<file path="config.mk">
export PLATFORM = sky130hd
export DESIGN_NAME = piccolo128_io_ctrl
export DESIGN_NICKNAME = d
export VERILOG_FILES = /design/src/rtl/piccolo_pkg.sv /design/src/rtl/piccolo_word_packer.sv /design/src/rtl/piccolo128_io_ctrl.sv
export SDC_FILE = /design/constraint.sdc
export NUM_CORES = 1
export LEC_CHECK = 0
export ABC_AREA = 1
export CAP_MARGIN = 20
export CORE_ASPECT_RATIO = 0.6
export CORE_MARGIN = 2
export CORE_UTILIZATION = 30
export DETAILED_ROUTE_END_ITERATION = 10
export MAX_ROUTING_LAYER = met4
export PLACE_DENSITY = 0.54
export RECOVER_POWER = 25
export SLEW_MARGIN = 30
export SYNTH_ARGS = -nofsm -noshare
export SYNTH_HDL_FRONTEND = slang
export SYNTH_SLANG_ARGS = --single-unit
</file>
<file path="constraint.sdc">
create_clock -name clk -period 2.2 [get_ports clk]
set_input_delay 0.66 -clock clk [delete_from_list [all_inputs] [get_ports clk]]
set_output_delay 0.66 -clock clk [all_outputs]
set_load 0.05 [all_outputs]
</file>
<file path="src/rtl/piccolo_pkg.sv">
`default_nettype none
// ============================================================================
//  piccolo_pkg
//  Shared widths and FSM state encoding for the Piccolo-128 I/O controller.
//  Revision: 1.0
// ============================================================================
package piccolo_pkg;

    localparam int PICCOLO_KEY_W = 128;
    localparam int PICCOLO_BLK_W = 64;
    localparam int WORD_W        = 32;

    typedef enum logic [2:0] {
        IDLE   = 3'd0,
        LOAD   = 3'd1,
        RUN    = 3'd2,
        OUT_HI = 3'd3,
        OUT_LO = 3'd4
    } state_e;

endpackage
`default_nettype wire

</file>
<file path="src/rtl/piccolo_word_packer.sv">
`default_nettype none
// ============================================================================
//  piccolo_word_packer
//  Assembles N_WORDS 32-bit words into a big-endian block; the first word
//  lands in bits [0:31]. The slot counter wraps after the last word.
//  blk_nxt is the block value including a write in progress this cycle.
//  Revision: 1.0
// ============================================================================
module piccolo_word_packer
    import piccolo_pkg::*;
#(
    parameter int N_WORDS = 4
) (
    input  logic                        clk,
    input  logic                        reset,
    input  logic                        wr_en,
    input  logic [WORD_W-1:0]           wr_word,
    output logic [0:N_WORDS*WORD_W-1]   blk_nxt,
    output logic                        last
);

    localparam int CNT_W = (N_WORDS > 1) ? $clog2(N_WORDS) : 1;
    localparam logic [CNT_W-1:0] LAST_SLOT = CNT_W'(N_WORDS - 1);

    logic [0:N_WORDS*WORD_W-1] blk_q, blk_d;
    logic [CNT_W-1:0]          cnt_q, cnt_d;

    assign last    = (cnt_q == LAST_SLOT);
    assign blk_nxt = blk_d;

    // Write the incoming word into the current slot and advance the slot.
    always_comb begin
        blk_d = blk_q;
        cnt_d = cnt_q;
        if (wr_en) begin
            blk_d[int'(cnt_q)*WORD_W +: WORD_W] = wr_word;
            cnt_d = last ? '0 : cnt_q + 1'b1;
        end
    end

    // Block and slot registers; reset discards any partial block.
    always_ff @(posedge clk) begin
        if (reset) begin
            blk_q <= '0;
            cnt_q <= '0;
        end else begin
            blk_q <= blk_d;
            cnt_q <= cnt_d;
        end
    end

endmodule
`default_nettype wire

</file>
<file path="src/rtl/piccolo128_io_ctrl.sv">
`default_nettype none
// ============================================================================
//  piccolo128_io_ctrl
//  Stream front/back end for the Piccolo-128 core: collects key and
//  plaintext words, pulses core_load, waits the core latency, captures the
//  ciphertext and returns it as two words (high word first).
//  Revision: 1.0
// ============================================================================
module piccolo128_io_ctrl
    import piccolo_pkg::*;
#(
    parameter int CORE_LATENCY = 2,
    parameter int CNT_W        = 3
) (
    input  logic          clk,
    input  logic          reset,
    input  logic [31:0]   in_data,
    input  logic          in_is_key,
    input  logic          in_valid,
    output logic          in_ready,
    output logic [31:0]   out_data,
    output logic          out_valid,
    input  logic          out_ready,
    output logic          key_loaded,
    output logic          err_nokey,
    output logic          core_load,
    output logic [0:63]   core_plaintext,
    output logic [0:127]  core_key,
    input  logic [0:63]   core_ciphertext
);

    localparam logic [CNT_W-1:0] CNT_LAST = CNT_W'(CORE_LATENCY - 1);

    state_e                    state_q, state_d;
    logic [CNT_W-1:0]          cnt_q, cnt_d;
    logic [0:PICCOLO_BLK_W-1]  ct_q, ct_d;
    logic [0:PICCOLO_BLK_W-1]  core_pt_q, core_pt_d;
    logic [0:PICCOLO_KEY_W-1]  core_key_q, core_key_d;
    logic                      key_loaded_q, key_loaded_d;
    logic                      err_nokey_q, err_nokey_d;

    logic                      xfer;
    logic                      key_wr;
    logic                      pt_wr;
    logic                      key_last;
    logic                      pt_last;
    logic [0:PICCOLO_KEY_W-1]  key_blk_nxt;
    logic [0:PICCOLO_BLK_W-1]  pt_blk_nxt;

    assign in_ready = (state_q == IDLE) && !reset;
    assign xfer     = in_valid && in_ready;
    assign key_wr   = xfer && in_is_key;
    // Plaintext without a complete key is swallowed and only flags an error.
    assign pt_wr    = xfer && !in_is_key && key_loaded_q;

    piccolo_word_packer #(.N_WORDS(PICCOLO_KEY_W / WORD_W)) u_key_packer (
        .clk     (clk),
        .reset   (reset),
        .wr_en   (key_wr),
        .wr_word (in_data),
        .blk_nxt (key_blk_nxt),
        .last    (key_last)
    );

    piccolo_word_packer #(.N_WORDS(PICCOLO_BLK_W / WORD_W)) u_pt_packer (
        .clk     (clk),
        .reset   (reset),
        .wr_en   (pt_wr),
        .wr_word (in_data),
        .blk_nxt (pt_blk_nxt),
        .last    (pt_last)
    );

    // Next-state logic: block sequencing, latency count, ciphertext capture.
    always_comb begin
        state_d      = state_q;
        cnt_d        = cnt_q;
        ct_d         = ct_q;
        core_pt_d    = core_pt_q;
        core_key_d   = core_key_q;
        // A key reload clears key_loaded on its first word until it wraps.
        key_loaded_d = key_wr ? key_last : key_loaded_q;
        err_nokey_d  = err_nokey_q | (xfer && !in_is_key && !key_loaded_q);
        case (state_q)
            IDLE: begin
                if (pt_wr && pt_last) begin
                    // Latch core operands so they stay stable until the next LOAD.
                    core_pt_d  = pt_blk_nxt;
                    core_key_d = key_blk_nxt;
                    state_d    = LOAD;
                end
            end
            LOAD: begin
                cnt_d   = '0;
                state_d = RUN;
            end
            RUN: begin
                cnt_d = cnt_q + 1'b1;
                if (cnt_q == CNT_LAST) begin
                    ct_d    = core_ciphertext;
                    state_d = OUT_HI;
                end
            end
            OUT_HI: begin
                if (out_ready) state_d = OUT_LO;
            end
            OUT_LO: begin
                if (out_ready) state_d = IDLE;
            end
            default: state_d = IDLE;
        endcase
    end

    // Output decode from the registered state.
    always_comb begin
        core_load = (state_q == LOAD);
        out_valid = (state_q == OUT_HI) || (state_q == OUT_LO);
        out_data  = '0;
        if (state_q == OUT_HI) out_data = ct_q[0:31];
        if (state_q == OUT_LO) out_data = ct_q[32:63];
    end

    assign key_loaded     = key_loaded_q;
    assign err_nokey      = err_nokey_q;
    assign core_plaintext = core_pt_q;
    assign core_key       = core_key_q;

    // Controller state registers; reset drops any block in flight.
    always_ff @(posedge clk) begin
        if (reset) begin
            state_q      <= IDLE;
            cnt_q        <= '0;
            ct_q         <= '0;
            core_pt_q    <= '0;
            core_key_q   <= '0;
            key_loaded_q <= 1'b0;
            err_nokey_q  <= 1'b0;
        end else begin
            state_q      <= state_d;
            cnt_q        <= cnt_d;
            ct_q         <= ct_d;
            core_pt_q    <= core_pt_d;
            core_key_q   <= core_key_d;
            key_loaded_q <= key_loaded_d;
            err_nokey_q  <= err_nokey_d;
        end
    end

endmodule
`default_nettype wire
</file>
==> impl_metrics.json <==
{
  "layout-drive-gt1-share_pct": 15.3,
  "numCtsBuffers": 44,
  "required_ps": 1540,
  "whs_path_depth": 4,
  "ys_warn_count": 0,
  "synth_edf_count": 0,
  "grt_max_degree": 260,
  "place_hpwl_mm": 40.2,
  "path_clk_slew_ps": 70,
  "die_y_um": 188,
  "cts_hold_repair.buffers": 0,
  "hp-class": "input port to flop",
  "startpoint_type": "flop",
  "synthArstFlopShare_pct": 0,
  "status": "complete, but fails checks",
  "antenna_found_initial": 6,
  "worst_ep_arrival_time_ps": 1770,
  "synth_nets": 2466,
  "holdWs_ps": 404,
  "fin_crit_ps": 2430,
  "io_buffers": 329,
  "synth_area_leaders": "dfxtp_1, nor2_1, o21ai_0",
  "min-delay-start": "reset",
  "fp-row-count": 67,
  "total_power_mw": 18.6,
  "drv_cap": 0,
  "max_slew_margin_pct": 29.2,
  "grt_first_pass_wirelength_mm": 95.1,
  "cts_tree": "done",
  "place_congestion": 0.821,
  "post-route-drc-count": 0,
  "p_leak_nw": 9.40,
  "ioPinCount": 330,
  "fill_cells": 5645,
  "start_util_pct": 30.4,
  "clk-insertion-delay-late_ps": 550,
  "critPathKind": "flop to output pin",
  "vias": 16300,
  "avgSynthCellArea_um2": 7.19,
  "syn_area_um2": 17000,
  "path_max_fanout": 10,
  "grt-ovfl-total": 0,
  "first_global_vias": 15200,
  "ys_types": 25,
  "root_buffer": "clkbuf_16",
  "cts.htree.levels": 2,
  "seq_area_um2": 8560,
  "finalCritPeriodShare_pct": 111,
  "ys_seq_area_share_pct": 50.4,
  "hold_viol": 0,
  "die_w_um": 311,
  "peakVddDrop_mv": 0.494,
  "ant_nets": 0,
  "yosys-top-cells-count": "nor2_1, dfxtp_1, o21ai_0",
  "rsz0062_at_grt": "true",
  "syn_to_final_growth_pct": 40.6,
  "grt_use_total_pct": 21.7,
  "cp-end-kind": "output pin",
  "reg2reg_from": "state_q[2]$_SDFFE_PP0P_",
  "clock_sinks": 427,
  "r2r_end": "core_key[52]$_SDFFE_PP0P_",
  "violations": "setup timing",
  "setup-violations-final": 141,
  "post_drt_wl_per_cell_um": 18.2,
  "firstDrtPassIters": 5,
  "synth_top_area_share_pct": 50.4,
  "fin_ws_ps": -231,
  "drt-total-wl_mm": 63.0,
  "min_to": "state_q[1]$_SDFFE_PP0P_",
  "tightest_slew_ps": 1060,
  "core_um2": 55800,
  "fin_area_um2": 23800,
  "reg2reg_depth": 10,
  "netlist_instances": 2359,
  "dpl_worst_slack_ps": -270,
  "netlist.top_cell.by_area": "dfxtp_1",
  "reg2reg_slack_ps": -70,
  "multi_input_area_um2": 6950,
  "diodes": 0,
  "via_per_inst": 4.71,
  "die_area_um2": 58500,
  "nets": 2769,
  "fmax_mhz": 411,
  "fin_tns_setup_ps": -9310,
  "ys_ff_latch": 427,
  "slew_viol_final": 0,
  "drtIter0Drc": 1405,
  "placed_area_um2": 21700,
  "ctsLongestPathBuffers": 3,
  "synthFlopType": "dfxtp_1",
  "powerDensity_nw_per_um2": 779,
  "finClkSkew_ps": 17.6,
  "yosysMostFrequentCell": "nor2_1"
}
-- power breakdown --
group          total [mW]  switching [mW]  internal [mW]
Sequential           7.99          0.0882           7.90
Combinational        2.67            1.67           1.01
Clock                7.92            3.23           4.69
-- worst max path at each step --
stage / startpoint / endpoint
2_1_floorplan: state_q[0]$_SDFFE_PP0P_ / out_data[22]
3_3_place_gp: in_valid / core_plaintext[18]$_SDFFE_PP0P_
3_5_place_dp: in_valid / core_key[107]$_SDFFE_PP0P_
4_1_cts: state_q[0]$_SDFFE_PP0P_ / out_data[23]
5_1_grt: state_q[2]$_SDFFE_PP0P_ / out_data[19]
6_report: state_q[2]$_SDFFE_PP0P_ / out_data[18]
-- stage by stage --
step | utilization (%) | cells
floorplan | - | 2359
global placement | 38.9 | 3363
detailed placement | 38.9 | 3363
CTS | 42.6 | 3451
global route | 42.7 | 3454
finish | 42.7 | 3454
-- sequential cells by signal (all words and copies together) (netlist names) --
register and count:
cnt_q 3, core_key 128, core_plaintext 64, ct_q 64
err_nokey 1, key_loaded 1, state_q 3, u_key_packer.blk_q 128
u_key_packer.cnt_q 2, u_pt_packer.blk_q 32, u_pt_packer.last 1
-- cell families (layout without fill, tap and decap cells) --
family / count (synthesis) / count (layout) / share of synthesized area (%)
adders and majority gates: 6 / 6 / 0.443
and+or+nand+nor: 867 / 867 / 20.5
buffers and inverters: 481 / 817 / 11.3
AOI/OAI and AO/OA: 578 / 578 / 17.3
DFF: 427 / 427 / 50.4
-- critical path, cell delays in order, from the launching register on --
cell and delay, ps:
dfxtp_4 370, nor2_4 120, nand2_4 100, buf_6 140, buf_12 150, o22ai_4 160, buf_12 170
-- area by class of cell --
cell class | count | area share, %
flip-flops and latches | 427 | 35.9
repair buffers | 436 | 19.8
multi-input cells | 1451 | 29.1
inverters | 302 | 4.80
clock buffers | 65 | 5.62
well taps | 759 | 3.98
clock inverters | 14 | 0.761
-- per-layer routing --
layer | track usage [%] | vias to the layer above | share of wire [%]
li1 | - | 8064 | -
met1 | 31.1 | 7678 | 47
met2 | 32.4 | 471 | 44
met3 | 3.70 | 56 | 7.9
met4 | 3.14 | 0 | 1.1
met5 | - | - | 0
-- timing repair --
action | in CTS | in global routing
cloned | 4 | 0
pin swaps | 3 | 5
gates resized for setup | 136 | 7
setup buffers | 5 | 2
endpoints found under the setup margin | 88 | 35
-- placed cells by master (no fill, tap or decap), types with 3 or more instances in the layout --
master	instances
inv_2	3
o21ai_0	299
clkdlybuf4s50_1	99
buf_4	192
buf_12	82
nand2_1	205
clkinvlp_4	3
nor2_1	517
dfxtp_2	4
nand3_1	130
ha_1	6
o22ai_2	4
dlygate4sd2_1	54
o22ai_4	28
buf_6	3
bufinv_16	4
o21ai_1	151
clkbuf_16	45
clkbuf_1	6
a21oi_1	94
dfxtp_1	422
inv_1	295
clkinv_2	6
buf_16	3
nor2_4	3
nand2_2	5
clkbuf_8	15
(Power assumes the default switching activity.)
